## config.mk

```make
export PLATFORM = sky130hd
export DESIGN_NAME = elevator_request_scheduler
export DESIGN_NICKNAME = d
export VERILOG_FILES = /design/src/rtl/elevator_request_scheduler.sv
export SDC_FILE = /design/constraint.sdc
export NUM_CORES = 1
export LEC_CHECK = 0
export CAP_MARGIN = 20
export CORE_ASPECT_RATIO = 1.2
export CORE_MARGIN = 1.5
export CORE_UTILIZATION = 53
export CTS_CLUSTER_SIZE = 25
export DETAILED_ROUTE_END_ITERATION = 7
export GPL_TIMING_DRIVEN = 0
export PLACE_DENSITY = 0.81
export SLEW_MARGIN = 20
export SYNTH_ARGS = -nofsm -noshare
export SYNTH_HDL_FRONTEND = slang
export SYNTH_SLANG_ARGS = --single-unit
export TNS_END_PERCENT = 5
```

## constraint.sdc

```tcl
create_clock -name clk -period 2.7 [get_ports clk]
set_input_delay 0.27 -clock clk [delete_from_list [all_inputs] [get_ports clk]]
set_output_delay 0.27 -clock clk [all_outputs]
set_load 0.01 [all_outputs]
```

## src/rtl/elevator_request_scheduler.sv

```systemverilog
`default_nettype none
// +--------------------------------------------------------------------------+
// | Module      : elevator_request_scheduler                                 |
// | Description : Latches per-floor call buttons into a pending-request      |
// |               register and walks the car through them with a SCAN       |
// |               (collective) policy. Issues target_floor to the elevator   |
// |               FSM, detects arrival, holds the door for a fixed dwell,    |
// |               clears the served request and issues the next target.      |
// | Option      : define SCHED_PASSBY_EN to retarget while travelling so the |
// |               car stops at intermediate calls in its travel direction.   |
// | Ports       : clk, rst_n (async, active-low)                             |
// |               call_req[NUM_FLOORS]  level call buttons, bit i = floor i  |
// |               current_floor[4]      car position from the elevator FSM   |
// |               car_idle              elevator FSM idle indication         |
// |               target_floor[4]       registered floor request             |
// |               pending[NUM_FLOORS]   registered request lamps             |
// |               dir_up                sweep direction, 1 = up              |
// |               door_open             high while dwelling at a floor       |
// |               busy                  not idle or requests outstanding     |
// | Revision    : 1.0  initial release                                       |
// +--------------------------------------------------------------------------+
module elevator_request_scheduler #(
    parameter int          NUM_FLOORS  = 6,
    parameter logic [31:0] DWELL_COUNT = 32'd20000000
) (
    input  logic                  clk,
    input  logic                  rst_n,
    input  logic [NUM_FLOORS-1:0] call_req,
    input  logic [3:0]            current_floor,
    input  logic                  car_idle,
    output logic [3:0]            target_floor,
    output logic [NUM_FLOORS-1:0] pending,
    output logic                  dir_up,
    output logic                  door_open,
    output logic                  busy
);

    typedef enum logic [1:0] {
        ST_IDLE  = 2'd0,
        ST_SERVE = 2'd1,
        ST_DWELL = 2'd2
    } state_t;

    localparam logic [31:0] c_dwell_last = DWELL_COUNT - 32'd1;
    localparam logic [3:0]  c_num_floors = 4'(NUM_FLOORS);

    // ------------------------------------------------------------------
    // State
    // ------------------------------------------------------------------
    state_t                  state_q,        state_d;
    logic [3:0]              target_floor_q, target_floor_d;
    logic [NUM_FLOORS-1:0]   pending_q,      pending_d;
    logic                    dir_up_q,       dir_up_d;
    logic                    door_open_q,    door_open_d;
    logic [31:0]             dwell_cnt_q,    dwell_cnt_d;

    // ------------------------------------------------------------------
    // Current-floor decode
    // ------------------------------------------------------------------
    logic                  w_cf_valid;
    logic [NUM_FLOORS-1:0] w_cf_onehot;
    logic                  w_pend_at_cf;
    logic                  w_press_at_cf;
    logic                  w_any_pending;
    logic [NUM_FLOORS-1:0] w_clear_mask;

    assign w_cf_valid = (current_floor < c_num_floors);
    // An out-of-range floor shifts the single bit out entirely, so the
    // one-hot is zero and neither clears nor restarts can occur.
    assign w_cf_onehot   = {{(NUM_FLOORS-1){1'b0}}, 1'b1} << current_floor;
    assign w_pend_at_cf  = |(pending_q & w_cf_onehot);
    assign w_press_at_cf = |(call_req & w_cf_onehot);
    assign w_any_pending = |pending_q;

    // ------------------------------------------------------------------
    // SCAN selection over the registered request lamps
    // ------------------------------------------------------------------
    logic       w_up_found, w_dn_found;
    logic [3:0] w_up_pick,  w_dn_pick;
    logic [3:0] w_sel_floor;
    logic       w_sel_dir_up;

    always_comb begin
        w_up_found = 1'b0;
        w_up_pick  = 4'd0;
        w_dn_found = 1'b0;
        w_dn_pick  = 4'd0;
        // Descending scan: the last hit is the lowest floor at or above cf.
        for (int i = NUM_FLOORS - 1; i >= 0; i--) begin
            if (pending_q[i] && (4'(i) >= current_floor)) begin
                w_up_found = 1'b1;
                w_up_pick  = 4'(i);
            end
        end
        // Ascending scan: the last hit is the highest floor at or below cf.
        for (int i = 0; i < NUM_FLOORS; i++) begin
            if (pending_q[i] && (4'(i) <= current_floor)) begin
                w_dn_found = 1'b1;
                w_dn_pick  = 4'(i);
            end
        end
    end

    // Keep sweeping in the current direction while calls remain ahead;
    // otherwise reverse and take the nearest call behind the car.
    always_comb begin
        w_sel_floor  = target_floor_q;
        w_sel_dir_up = dir_up_q;
        if (dir_up_q) begin
            if (w_up_found) begin
                w_sel_floor  = w_up_pick;
                w_sel_dir_up = 1'b1;
            end else begin
                w_sel_floor  = w_dn_pick;
                w_sel_dir_up = 1'b0;
            end
        end else begin
            if (w_dn_found) begin
                w_sel_floor  = w_dn_pick;
                w_sel_dir_up = 1'b0;
            end else begin
                w_sel_floor  = w_up_pick;
                w_sel_dir_up = 1'b1;
            end
        end
    end

    // ------------------------------------------------------------------
    // Next-state logic
    // ------------------------------------------------------------------
    always_comb begin
        state_d        = state_q;
        target_floor_d = target_floor_q;
        dir_up_d       = dir_up_q;
        dwell_cnt_d    = dwell_cnt_q;
        w_clear_mask   = '0;

        case (state_q)
            ST_IDLE: begin
                if (w_cf_valid) begin
                    if (w_pend_at_cf) begin
                        // Call at the car's own floor: open without moving.
                        state_d      = ST_DWELL;
                        dwell_cnt_d  = 32'd0;
                        w_clear_mask = w_cf_onehot;
                    end else if (w_any_pending) begin
                        state_d        = ST_SERVE;
                        target_floor_d = w_sel_floor;
                        dir_up_d       = w_sel_dir_up;
                    end
                end
            end

            ST_SERVE: begin
                if (w_cf_valid) begin
                    // Requiring the floor match rejects a stale idle flag
                    // that is still asserted before the car departs.
                    if (car_idle && (current_floor == target_floor_q)) begin
                        state_d      = ST_DWELL;
                        dwell_cnt_d  = 32'd0;
                        w_clear_mask = w_cf_onehot;
                    end
`ifdef SCHED_PASSBY_EN
                    // Direction is held while travelling; only a nearer
                    // call ahead of the car can replace the target.
                    else if (dir_up_q && w_up_found) begin
                        target_floor_d = w_up_pick;
                    end else if (!dir_up_q && w_dn_found) begin
                        target_floor_d = w_dn_pick;
                    end
`endif
                end
            end

            ST_DWELL: begin
                // Presses at the open floor are swallowed for the whole dwell.
                w_clear_mask = w_cf_onehot;
                if (w_cf_valid) begin
                    if (w_press_at_cf) begin
                        dwell_cnt_d = 32'd0;
                    end else if (dwell_cnt_q == c_dwell_last) begin
                        dwell_cnt_d = 32'd0;
                        if (w_any_pending) begin
                            state_d        = ST_SERVE;
                            target_floor_d = w_sel_floor;
                            dir_up_d       = w_sel_dir_up;
                        end else begin
                            state_d = ST_IDLE;
                        end
                    end else begin
                        dwell_cnt_d = dwell_cnt_q + 32'd1;
                    end
                end
            end

            default: begin
                state_d = ST_IDLE;
            end
        endcase

        // A clear wins over a same-cycle press of the same floor.
        pending_d   = (pending_q | call_req) & ~w_clear_mask;
        door_open_d = (state_d == ST_DWELL);
    end

    // ------------------------------------------------------------------
    // Registers
    // ------------------------------------------------------------------
    always_ff @(posedge clk or negedge rst_n) begin
        if (!rst_n) begin
            state_q        <= ST_IDLE;
            target_floor_q <= 4'd0;
            pending_q      <= '0;
            dir_up_q       <= 1'b1;
            door_open_q    <= 1'b0;
            dwell_cnt_q    <= 32'd0;
        end else begin
            state_q        <= state_d;
            target_floor_q <= target_floor_d;
            pending_q      <= pending_d;
            dir_up_q       <= dir_up_d;
            door_open_q    <= door_open_d;
            dwell_cnt_q    <= dwell_cnt_d;
        end
    end

    // ------------------------------------------------------------------
    // Outputs
    // ------------------------------------------------------------------
    assign target_floor = target_floor_q;
    assign pending      = pending_q;
    assign dir_up       = dir_up_q;
    assign door_open    = door_open_q;
    assign busy         = (state_q != ST_IDLE) | (|pending_q);

endmodule
`default_nettype wire
```

* After elaboration in Yosys (flattened, before gate mapping)
Cells that the tools add are included.
** Storage, ports and cells
- Flip-flop bits (word level) :: 46
- ROM bits :: 0
- Input bits :: 13
- Latch bits :: 0
- Output and inout port bits :: 13
- RAM bits :: 0
- Word-level logic and storage cells :: 128
- Memories kept :: 0
** Operators by class
- Bitwise logic cells :: 6
- Shifts and indexed selects :: 1
- Multiplexer cells :: 66
- Add/subtract/negate cells :: 1
- Reductions and logical operators :: 22
- $mul :: 0
- Equality and inequality tests :: 13
- Divide/modulo/power cells :: 0
- Order comparisons :: 13
** Operators by type and width (number)
- $mux W32 :: 7
- $pmux W32 S3 :: 1
- $mux W4 :: 18
- $add A32 B1 Y32 const B :: 1
- $eq A32 B25 Y1 const B :: 1
- $mux W6 :: 4
- $mux W1 :: 23
- $and A6 B6 Y6 :: 3
- $pmux W6 S3 :: 1
- $reduce_or A6 Y1 :: 3
- $mux W2 :: 8
- $ne A2 B2 Y1 const B :: 8
- $logic_and A1 B1 Y1 :: 13
- $reduce_and A6 Y1 :: 2
- $ge A1 B4 Y1 const A :: 2
- $ge A2 B4 Y1 const A :: 2
- $ge A3 B4 Y1 const A :: 2
- $le A1 B4 Y1 const A :: 2
- $le A2 B4 Y1 const A :: 2
- $le A3 B4 Y1 const A :: 2
- $pmux W4 S2 :: 1
- $not A6 Y6 :: 1
- $or A6 B6 Y6 :: 1
- $pmux W2 S3 :: 1
- 11 further kinds :: 13

* Longest topological paths before layout
Gate-level depths: netlist (run 1).
- Depth after elaboration :: 15
- Gate-level depth with buffers :: 10
- Gate-level depth less buffers :: 7

* Worst setup path before layout (run 1)
Ideal clock, no wire load.
- Path type :: reg2reg
- From :: reg dwell_cnt_q[0]
- To :: reg target_floor_q[0] (netlist: target_floor[0])
- Required time :: 2.575 ns
- Clock period less this slack :: 2.313 ns
- Setup time :: 0.125 ns
- Path slack :: 0.387 ns
- Data arrival time :: 2.189 ns
- Path buffers :: 2
- Cell stages (with the launch flop) :: 10
- Path through :: dfrtp_1 > ha_1 > and4_1 > clkbuf_1 > nand3b_1 > or3_1 > o21ai_0 > and3_1 > buf_2 > mux2_2
** On the way
- Word-level cells in the longest chain between the ends :: 3
** Ends and longest elaborated chain
- start: declaration :: line 55 : logic [31:0] dwell_cnt_q, dwell_cnt_d;
- start signal: assignment :: line 223 : dwell_cnt_q <= dwell_cnt_d;
- $eq A32 B25 Y1 :: line 181 : end else if (dwell_cnt_q == c_dwell_last) begin
- $ne A2 B2 Y1 (no source line)
- $reduce_and A6 Y1 (no source line)
- end signal: assignment :: line 219 : target_floor_q <= target_floor_d;
- end: declaration :: line 51 : logic [3:0] target_floor_q, target_floor_d;
Every way passes these cells.
A chain may end at the register's enable or synchronous reset.

* Final worst setup path (run 1)
Ends and elaborated chain as after synthesis.

==> results.toml, run 1 <==
[placement]
dp_slack_ns = -0.220
port_buffers = 23
gp_congestion = 0.965
dpl.hpwl_um = 5750

[setup_path]
rrSetupSlack_ns = 0.13
critPathArrivalTime_ns = 2.75
start_kind = "register"
crit-reg2reg-launch = "dwell_cnt_q[0]"
endpoint_kind = "register"
critPathKind = "register to register"
r2r_cells = 8
worstPathRequired_ns = 2.89
cp_max_fo = 7
regToRegEndpoint = "target_floor[0]"

[drt]
drt_wl_total_um = 8040
drt_pass1_iterations = 5
drt_iter0_drc = 274
vias = 3005
antenna_left = 0
drt-vias-per-instance = 6.56
drc = 0
drt-wirelength-per-cell_um = 17.5

[global_routing]
grt.total_usage = 0.279
grt_pass1_vias = 2787
antenna_found_initial = 0
overflow = 0
grt_most_used_layer = "met2"
grt_first_pass_wirelength_um = 13700
grt_max_degree = 30
grt_util_met3 = 0.0329
use_met1 = 0.373
met2_usage = 0.466

[die]
row_count = 29
ios = 26
die_w_um = 71.9
core_um2 = 5410
die-area_um2 = 6160
start_util = 0.558
die_h_um = 85.7

[layout]
drive_gt1_frac = 0.119
final_common_cell = "dfrtp_1"
area_growth_pct = 15.2
mostFrequentLayoutCells = "dfrtp_1, o21ai_0, nor2_1, nand2_1, clkdlybuf4s50_1"
nNetsFinal = 409
antenna-diode-count = 0

[logic_synthesis]
async_flop_share = 1.00
synth.avg_cell_area_um2 = 8.36
synth-main-ff-cell = "dfrtp_1"
synth-edff-count = 0
synthCells = 361
yosys_warnings = 0
synth_cell_types = 59
ys_seq_area_frac = 0.374
ys_ff_latch = 45
synth_nets = 375
synth_area_um2 = 3020

[sta]
slew_viol_final = 0
setup_viol = 0
period_minus_slack_ns = 2.57
worst_clock_skew_ns = 0.00960
setup_slack_ns = 0.133
fmax_ghz = 0.390
worst_slew_pin_slew_ns = 0.521
finalHoldViolCount = 0
rsz0062_at_grt = "false"
final.setup.tns_ns = 0
period_share = 0.951
slew_headroom = 0.653

[pwr]
ir_drop_mv = 0.376
power_w = 0.00207
pwr_density_cell_nw_per_um2 = 595
p_leak_nw = 1.37
pwr-share-clk = 0.197
p_switching_w = 0.000786
p_seq_frac = 0.396
p_comb_frac = 0.407
switching_share = 0.380
p_int_w = 0.00128

[clock_tree]
cts_sinks = 45
cts_tree = "done"
clk_latency_ns = 0.30
clkTransAtPathRegs_ns = 0.09
ctsHtreeMaxLevel = 2
cts_buffer_depth = 2
cts_inserted_buffers = 5
clock-root-buffer = "clkbuf_8"

[hold_path]
worstHoldPathType = "input port to async pin"

[run]
timing.max_cap.violations = 0

[status]
outcome = "complete, no violations"
-- final cells by class --
cell class | instances | area, um^2
Fill cell | 490 | 1930
Multi-Input combinational cell | 274 | 1720
Tap cell | 62 | 77.6
Clock buffer | 7 | 76.3
Clock inverter | 1 | 5.00
Sequential cell | 45 | 1130
Buffer | 25 | 136
Timing Repair Buffer | 28 | 278
Inverter | 16 | 60.1
-- state kept, by name (all words and copies together), names as in the netlist --
signal,flops
pending,6
door_open,1
dwell_cnt_q,32
target_floor,3
dir_up,1
state_q,2
-- through the flow --
stage / hold slack, ns / utilization / std cells / cell area, um^2
global route: 0.459 / 0.643 / 458 / 3480
global placement: 0.485 / 0.615 / 446 / 3330
CTS: 0.416 / 0.635 / 455 / 3430
finish: 0.419 / 0.643 / 458 / 3480
floorplan: -0.0256 / - / 361 / 3020
detailed placement: 0.223 / 0.618 / 447 / 3340
-- cells in the mapped netlist, types with 3 or more instances --
library cell  count  area share
o41ai_1           4       0.012
buf_2            11       0.018
nand2_1          23       0.029
or2_2             5       0.010
mux2i_1           4       0.013
o31ai_2           4       0.017
dfrtp_1          44        0.36
nand3_1          20       0.033
o21ai_1           5      0.0083
a22o_1            4       0.012
inv_1            16       0.020
clkbuf_1         10       0.012
nor4_1            5       0.010
nor4b_1           5       0.015
and3_1            9       0.019
nand3b_1          7       0.017
nor2b_1           4      0.0083
nand4_1           7       0.015
o21bai_1          4       0.010
a311oi_1          6       0.017
and4_1            3      0.0087
o32a_1            3       0.010
mux2_2            3       0.011
and2_1            6       0.012
or4_1             3      0.0075
nor2_1           23       0.029
o22ai_1           5       0.010
nand2b_1          3      0.0062
nor3_1           16       0.027
a211oi_1          4       0.010
o31ai_1          10       0.025
o21ai_0          35       0.058
a21oi_1          16       0.027
-- power by group through the flow --
stage                     logic [W]  registers (W)  clock network [W]
after floorplan            0.000524       0.000833                  0
after global placement     0.000805       0.000829                  0
after detailed placement   0.000821       0.000832                  0
after CTS                  0.000824       0.000819           0.000415
after global routing       0.000933       0.000831           0.000456
final                      0.000843       0.000819           0.000408
-- worst max-delay path by stage --
stage | cells after the start | end | from
finish | 8 | target_floor[0] | dwell_cnt_q[0]
global route | 8 | target_floor[0] | dwell_cnt_q[0]
CTS | 9 | dwell_cnt_q[18] | pending[1]
detailed placement | 10 | dwell_cnt_q[6] | current_floor[1]
global placement | 10 | dwell_cnt_q[25] | current_floor[1]
floorplan | 9 | target_floor[0] | dwell_cnt_q[0]
-- logic make-up (layout without fill, tap and decap cells) --
| family | Yosys count | count (layout) | share of synthesized area |
|---|---|---|---|
| simple gates | 149 | 149 | 0.272 |
| compound gates | 114 | 114 | 0.255 |
| flops | 45 | 45 | 0.374 |
| buf+inv | 42 | 77 | 0.0643 |
| mux | 7 | 7 | 0.0245 |
| xor+xnor | 2 | 2 | 0.00581 |
| fa+ha+maj | 1 | 1 | 0.00415 |
| other cells | 1 | 1 | 0.00124 |
-- repair_timing --
| item | CTS | global route |
|---|---|---|
| setup buffers | 0 | 3 |
| pin swaps | 0 | 1 |
| hold buffers | 1 | 0 |
| resized for setup | 1 | 10 |
| hold endpoints to repair | 16 | 0 |
| endpoints found under the setup margin | 29 | 27 |
-- worst max-delay path: stages (launching register included) --
cell and delay (ns):
dfrtp_1 0.40, ha_1 0.24, and4_2 0.34, nand3b_1 0.21, or3_1 0.42, o21ai_0 0.15, and3_1 0.18, buf_2 0.17
mux2_2 0.34
-- layer usage --
metal | wire, um | vias to the layer above
met5 | 0 | -
met4 | 173 | 0
met3 | 459 | 18
met2 | 4010 | 143
met1 | 3390 | 1420
li1 | - | 1424
No activity file was read; power rests on OpenSTA's default activity.
==> inputs of run 2 (changes only) <==
--- a/config.mk
+++ b/config.mk
@@ -7,12 +7,13 @@
 export LEC_CHECK = 0
 export CAP_MARGIN = 20
 export CORE_ASPECT_RATIO = 1.2
-export CORE_MARGIN = 1.5
+export CORE_MARGIN = 3
 export CORE_UTILIZATION = 53
 export CTS_CLUSTER_SIZE = 25
 export DETAILED_ROUTE_END_ITERATION = 7
 export GPL_TIMING_DRIVEN = 0
 export PLACE_DENSITY = 0.81
+export SKIP_LAST_GASP = 1
 export SLEW_MARGIN = 20
 export SYNTH_ARGS = -nofsm -noshare
 export SYNTH_HDL_FRONTEND = slang
==> run 2 against run 1 <==
  * Sequential share of layout area decreased by 0.23 points
  * Clock power increased by 11%
  * Die area increased by 7.8%
  * Worst setup slack got worse by 0.0045 ns
  * Total power increased by 2.3%
  * Fmax decreased by 0.18%
  * Design area increased by 0.72%
  * Via count increased by 1.7%
==> results.toml, run 2 (synthesized netlist as in run 1, its figures left out) <==
[sta]
setup_slack_ns = 0.128
period_minus_slack_ns = 2.57
finalHoldViolCount = 0
worst_slew_pin_slew_ns = 0.634
rsz0062_at_grt = "true"
slew_headroom = 0.571
period_share = 0.952
slew_viol_final = 0
worst_clock_skew_ns = 0.00997
setup_viol = 0
fmax_ghz = 0.389

[layout]
drive_gt1_frac = 0.116
fin_area_um2 = 3500
fillers = 499
seqCellArea_um2 = 1130
largest_register = "dwell_cnt_q"
antenna-diode-count = 0
final_util = 0.648
final_common_cell = "dfrtp_1"
nNetsFinal = 409
multi_input_area_um2 = 1720
mostFrequentLayoutCells = "dfrtp_1, o21ai_0, nor2_1, nand2_1, clkdlybuf4s50_1"
area_growth_pct = 16.0
largest_register_ffs = 32

[drt]
drt-wirelength-per-cell_um = 18.4
vias = 3056
drt_pass1_iterations = 4
drc = 0
antenna_left = 0
drt_wl_total_um = 8430
drt-vias-per-instance = 6.67
drt_iter0_drc = 186

[die]
die-area_um2 = 6640
die_w_um = 74.9
die_h_um = 88.7
core_um2 = 5410
start_util = 0.558
ios = 26
row_count = 29

[global_routing]
grt.total_usage = 0.270
antenna_found_initial = 0
grt_max_degree = 33
grt_first_pass_wirelength_um = 13900
grt_pass1_vias = 2918
overflow = 0

[setup_path]
critPathKind = "input port to register"
critPathTopFamily = "buffers and inverters"
worstPathCellList = "clkdlybuf4s50_1 -> buf_6 -> mux2i_1 -> o2bb2ai_1 -> a2111o_1 -> or2_0 -> buf_2 -> or4_1 -> o21ai_0"
endpoint_kind = "register"
worstPathRequired_ns = 2.92
cp_max_fo = 10
start_kind = "input port"
cp_num_buf_inv = 3
crit-reg2reg-launch = "pending[1]"
critPathArrivalTime_ns = 2.79
cp_slowest_stage_delay_ns = 0.53
cp_slowest_cell = "clkdlybuf4s50_1"
startpoint = "current_floor[1]"

[clock_tree]
cts_inserted_buffers = 5
ctsHtreeMaxLevel = 2
clock-root-buffer = "clkbuf_8"
cts_tree = "done"
cts_sinks = 45
cts_buffer_depth = 2
clk_latency_ns = 0.31
clkTransAtPathRegs_ns = 0.09

[placement]
port_buffers = 23
gp_congestion = 0.964
dp_slack_ns = -0.315
post_dp_cell_area_um2 = 3340
dpl.hpwl_um = 6030

[pwr]
p_leak_nw = 1.38
ir_drop_mv = 0.441
power_w = 0.00212
pwr_density_cell_nw_per_um2 = 605

[run]
timing.max_cap.violations = 0

[status]
outcome = "complete, no violations"

[hold_path]
worstHoldPathType = "input port to async pin"
[run 2: timing repair]
item,in CTS,in global routing
buffers inserted,0,3
gates resized for setup,1,6
hold endpoints to repair,12,0
setup endpoints to repair,22,37
pin swaps,0,1
hold buffers,1,0
[run 2: path summary, 6_finish.rpt]
| kind | to | slack, ns | cells past startpoint |
|---|---|---|---|
| worst min register to register | dwell_cnt_q[4] | 0.50 | 1 |
| worst min-delay path | target_floor[2] | 0.40 | 2 |
| min in group clk | pending[4] | 0.45 | 3 |
| worst max register to register | dwell_cnt_q[25] | 0.13 | 10 |
| max in group asynchronous | dwell_cnt_q[23] | 1.79 | 3 |
| worst max-delay path | dwell_cnt_q[16] | 0.13 | 9 |
[run 2: final cells by class]
class,instances,share of cell area
Clock inverter,2,0.00393
Multi-Input combinational cell,274,0.490
Inverter,16,0.0172
Tap cell,62,0.0222
Sequential cell,45,0.322
Timing Repair Buffer,28,0.0829
Buffer,25,0.0382
Clock buffer,6,0.0236
[run 2: worst reg2reg max path, cell delays in order (launching register included)]
cell and delay (ns):
dfrtp_1 0.38, clkbuf_1 0.20, and2_1 0.21, o21ai_1 0.17
or4b_1 0.49, o21ai_0 0.14, buf_4 0.21, nand2b_1 0.11
buf_2 0.20, buf_4 0.23, o31ai_1 0.09
[run 2: through the flow]
stage	hold WS, ns	std cells	setup TNS, ns
final	0.401	458	0
after global routing	0.427	458	-0.827
after CTS	0.416	456	0
after detailed placement	0.213	447	-5.40
after global placement	0.484	446	-3.83
after floorplan	-0.0256	361	0
[run 2: power breakdown]
group / leakage (nW) / switching [W] / internal [W] / total [W]
Clock: 0.0512 / 0.000245 / 0.000208 / 0.000453
Sequential: 0.584 / 0.0000735 / 0.000745 / 0.000818
Combinational: 0.745 / 0.000493 / 0.000354 / 0.000847
[run 2: routing by layer]
| metal | wire (um) | vias up | GRT usage |
|---|---|---|---|
| li1 | - | 1428 | - |
| met1 | 3390 | 1468 | 0.330 |
| met2 | 4240 | 141 | 0.468 |
| met3 | 568 | 19 | 0.0352 |
| met4 | 231 | 0 | 0.121 |
| met5 | 0 | - | 0 |
==> inputs of run 3 (changes only) <==
--- a/config.mk
+++ b/config.mk
@@ -8,11 +8,12 @@
 export CAP_MARGIN = 20
 export CORE_ASPECT_RATIO = 1.2
 export CORE_MARGIN = 3
-export CORE_UTILIZATION = 53
+export CORE_UTILIZATION = 30
 export CTS_CLUSTER_SIZE = 25
 export DETAILED_ROUTE_END_ITERATION = 7
 export GPL_TIMING_DRIVEN = 0
-export PLACE_DENSITY = 0.81
+export PLACE_DENSITY = 0.54
+export SKIP_CTS_REPAIR_TIMING = 1
 export SKIP_LAST_GASP = 1
 export SLEW_MARGIN = 20
 export SYNTH_ARGS = -nofsm -noshare
==> run 3 against run 2 <==
  * Cell count increased by 14%
  * Flip-flop and latch count unchanged
  * Hold slack better by 0.024 ns
  * Design area rose by 4.2%
  * Non-clock buffer count up 1
  * Via count decreased by 3.7%
  * Largest power group unchanged
==> results.toml, run 3 (synthesized netlist as in run 1, its figures left out) <==
[sta]
timing.hold.ws_ns = 0.425
period_share = 0.965
finalHoldViolCount = 0
setup_viol = 0
worst_clock_skew_ns = 0.00911
slew_viol_final = 0
slew_headroom = 0.612
period_minus_slack_ns = 2.61
rsz0062_at_grt = "true"
worst_slew_pin_slew_ns = 0.582
fmax_ghz = 0.384

[setup_path]
worstPathRequired_ns = 2.87
startpoint = "pending[1]"
critPathArrivalTime_ns = 2.77
start_kind = "register"
r2r_cells = 10
rrSetupSlack_ns = 0.09
endpoint_kind = "register"
cp_max_fo = 10
regToRegEndpoint = "dwell_cnt_q[24]"
cp-endpoint = "dwell_cnt_q[24]"
critPathKind = "register to register"
crit-reg2reg-launch = "pending[1]"

[layout]
fin_area_um2 = 3650
final_common_cell = "dfrtp_1"
largest_register_ffs = 32
nNetsFinal = 410
antenna-diode-count = 0
largest_register = "dwell_cnt_q"
mostFrequentLayoutCells = "dfrtp_1, o21ai_0, nor2_1, nand2_1, clkdlybuf4s50_1"
area_growth_pct = 20.9
drive_gt1_frac = 0.118

[clock_tree]
clock-root-buffer = "clkbuf_16"
cts_tree = "done"
cts_sinks = 45
cts_inserted_buffers = 5
clkTransAtPathRegs_ns = 0.06
cts_buffer_depth = 2
ctsHtreeMaxLevel = 2
clk_latency_ns = 0.29

[die]
die_w_um = 97.6
core_um2 = 9660
die_h_um = 116
start_util = 0.312
ios = 26
row_count = 39
die-area_um2 = 11300

[global_routing]
grt.total_usage = 0.155
grt_max_degree = 31
overflow = 0
grt_pass1_vias = 2843
grt_first_pass_wirelength_um = 14600
antenna_found_initial = 0

[status]
outcome = "complete, no violations"

[pwr]
pwr_density_cell_nw_per_um2 = 661
ir_drop_mv = 0.271
p_leak_nw = 1.41
power_w = 0.00241

[placement]
gp_congestion = 0.953
post_dp_cell_area_um2 = 3420
port_buffers = 23
dpl.hpwl_um = 6330

[drt]
drt_pass1_iterations = 5
drt_wl_total_um = 8660
drt-wirelength-per-cell_um = 16.6
drc = 0
antenna_left = 0
drt_iter0_drc = 130
vias = 2942
drt-vias-per-instance = 5.66

[run]
timing.max_cap.violations = 0

[hold_path]
worstHoldPathType = "input port to async pin"
## run 3: worst min path at each step
stage,startpoint,endpoint,slack [ns],cells past startpoint
3_5_place_dp,rst_n,dwell_cnt_q[22],0.22,1
5_1_grt,rst_n,dwell_cnt_q[22],0.47,2
2_1_floorplan,rst_n,door_open,-0.03,0
4_1_cts,rst_n,dwell_cnt_q[22],-0.09,1
3_3_place_gp,dwell_cnt_q[4],dwell_cnt_q[4],0.48,1
6_report,rst_n,dwell_cnt_q[22],0.42,2
## run 3: where the power goes
group / leakage, nW / total (W) / switching [W] / internal [W]
registers: 0.584 / 0.000820 / 0.0000737 / 0.000746
clock network: 0.0841 / 0.000713 / 0.000251 / 0.000463
logic: 0.740 / 0.000879 / 0.000502 / 0.000377
## run 3: cell type report
class,instances,area [um^2]
tap,123,154
buffer,25,134
clock buffer,7,143
fill,1020,6010
sequential,45,1130
timing repair buffer,29,285
multi-input combinational,274,1720
inverter,16,60.1
clock inverter,1,30.0
## run 3: worst max-delay path: stages, from the launching register on
cell and delay [ns]:
dfrtp_1 0.37, clkbuf_1 0.22, and2_1 0.22, o21ai_1 0.16, or4b_1 0.49, o21ai_0 0.15
clkbuf_4 0.27, nand2b_1 0.11, buf_2 0.18, buf_4 0.22, o22ai_1 0.09
## run 3: routing by layer
metal,global-route usage,wire [um]
met5,0,0
met2,0.267,4250
met1,0.206,3850
met4,0.0443,131
met3,0.0211,422
## run 3: per-stage QoR
stage | setup TNS [ns] | setup slack [ns] | std cells | utilization
2_1_floorplan | 0 | 0.387 | 361 | -
3_3_place_gp | -5.73 | -0.328 | 507 | 0.352
3_5_place_dp | -6.12 | -0.305 | 508 | 0.354
4_1_cts | -4.43 | -0.238 | 516 | 0.372
5_1_grt | -0.427 | -0.0480 | 520 | 0.378
6_report | 0 | 0.0944 | 520 | 0.378
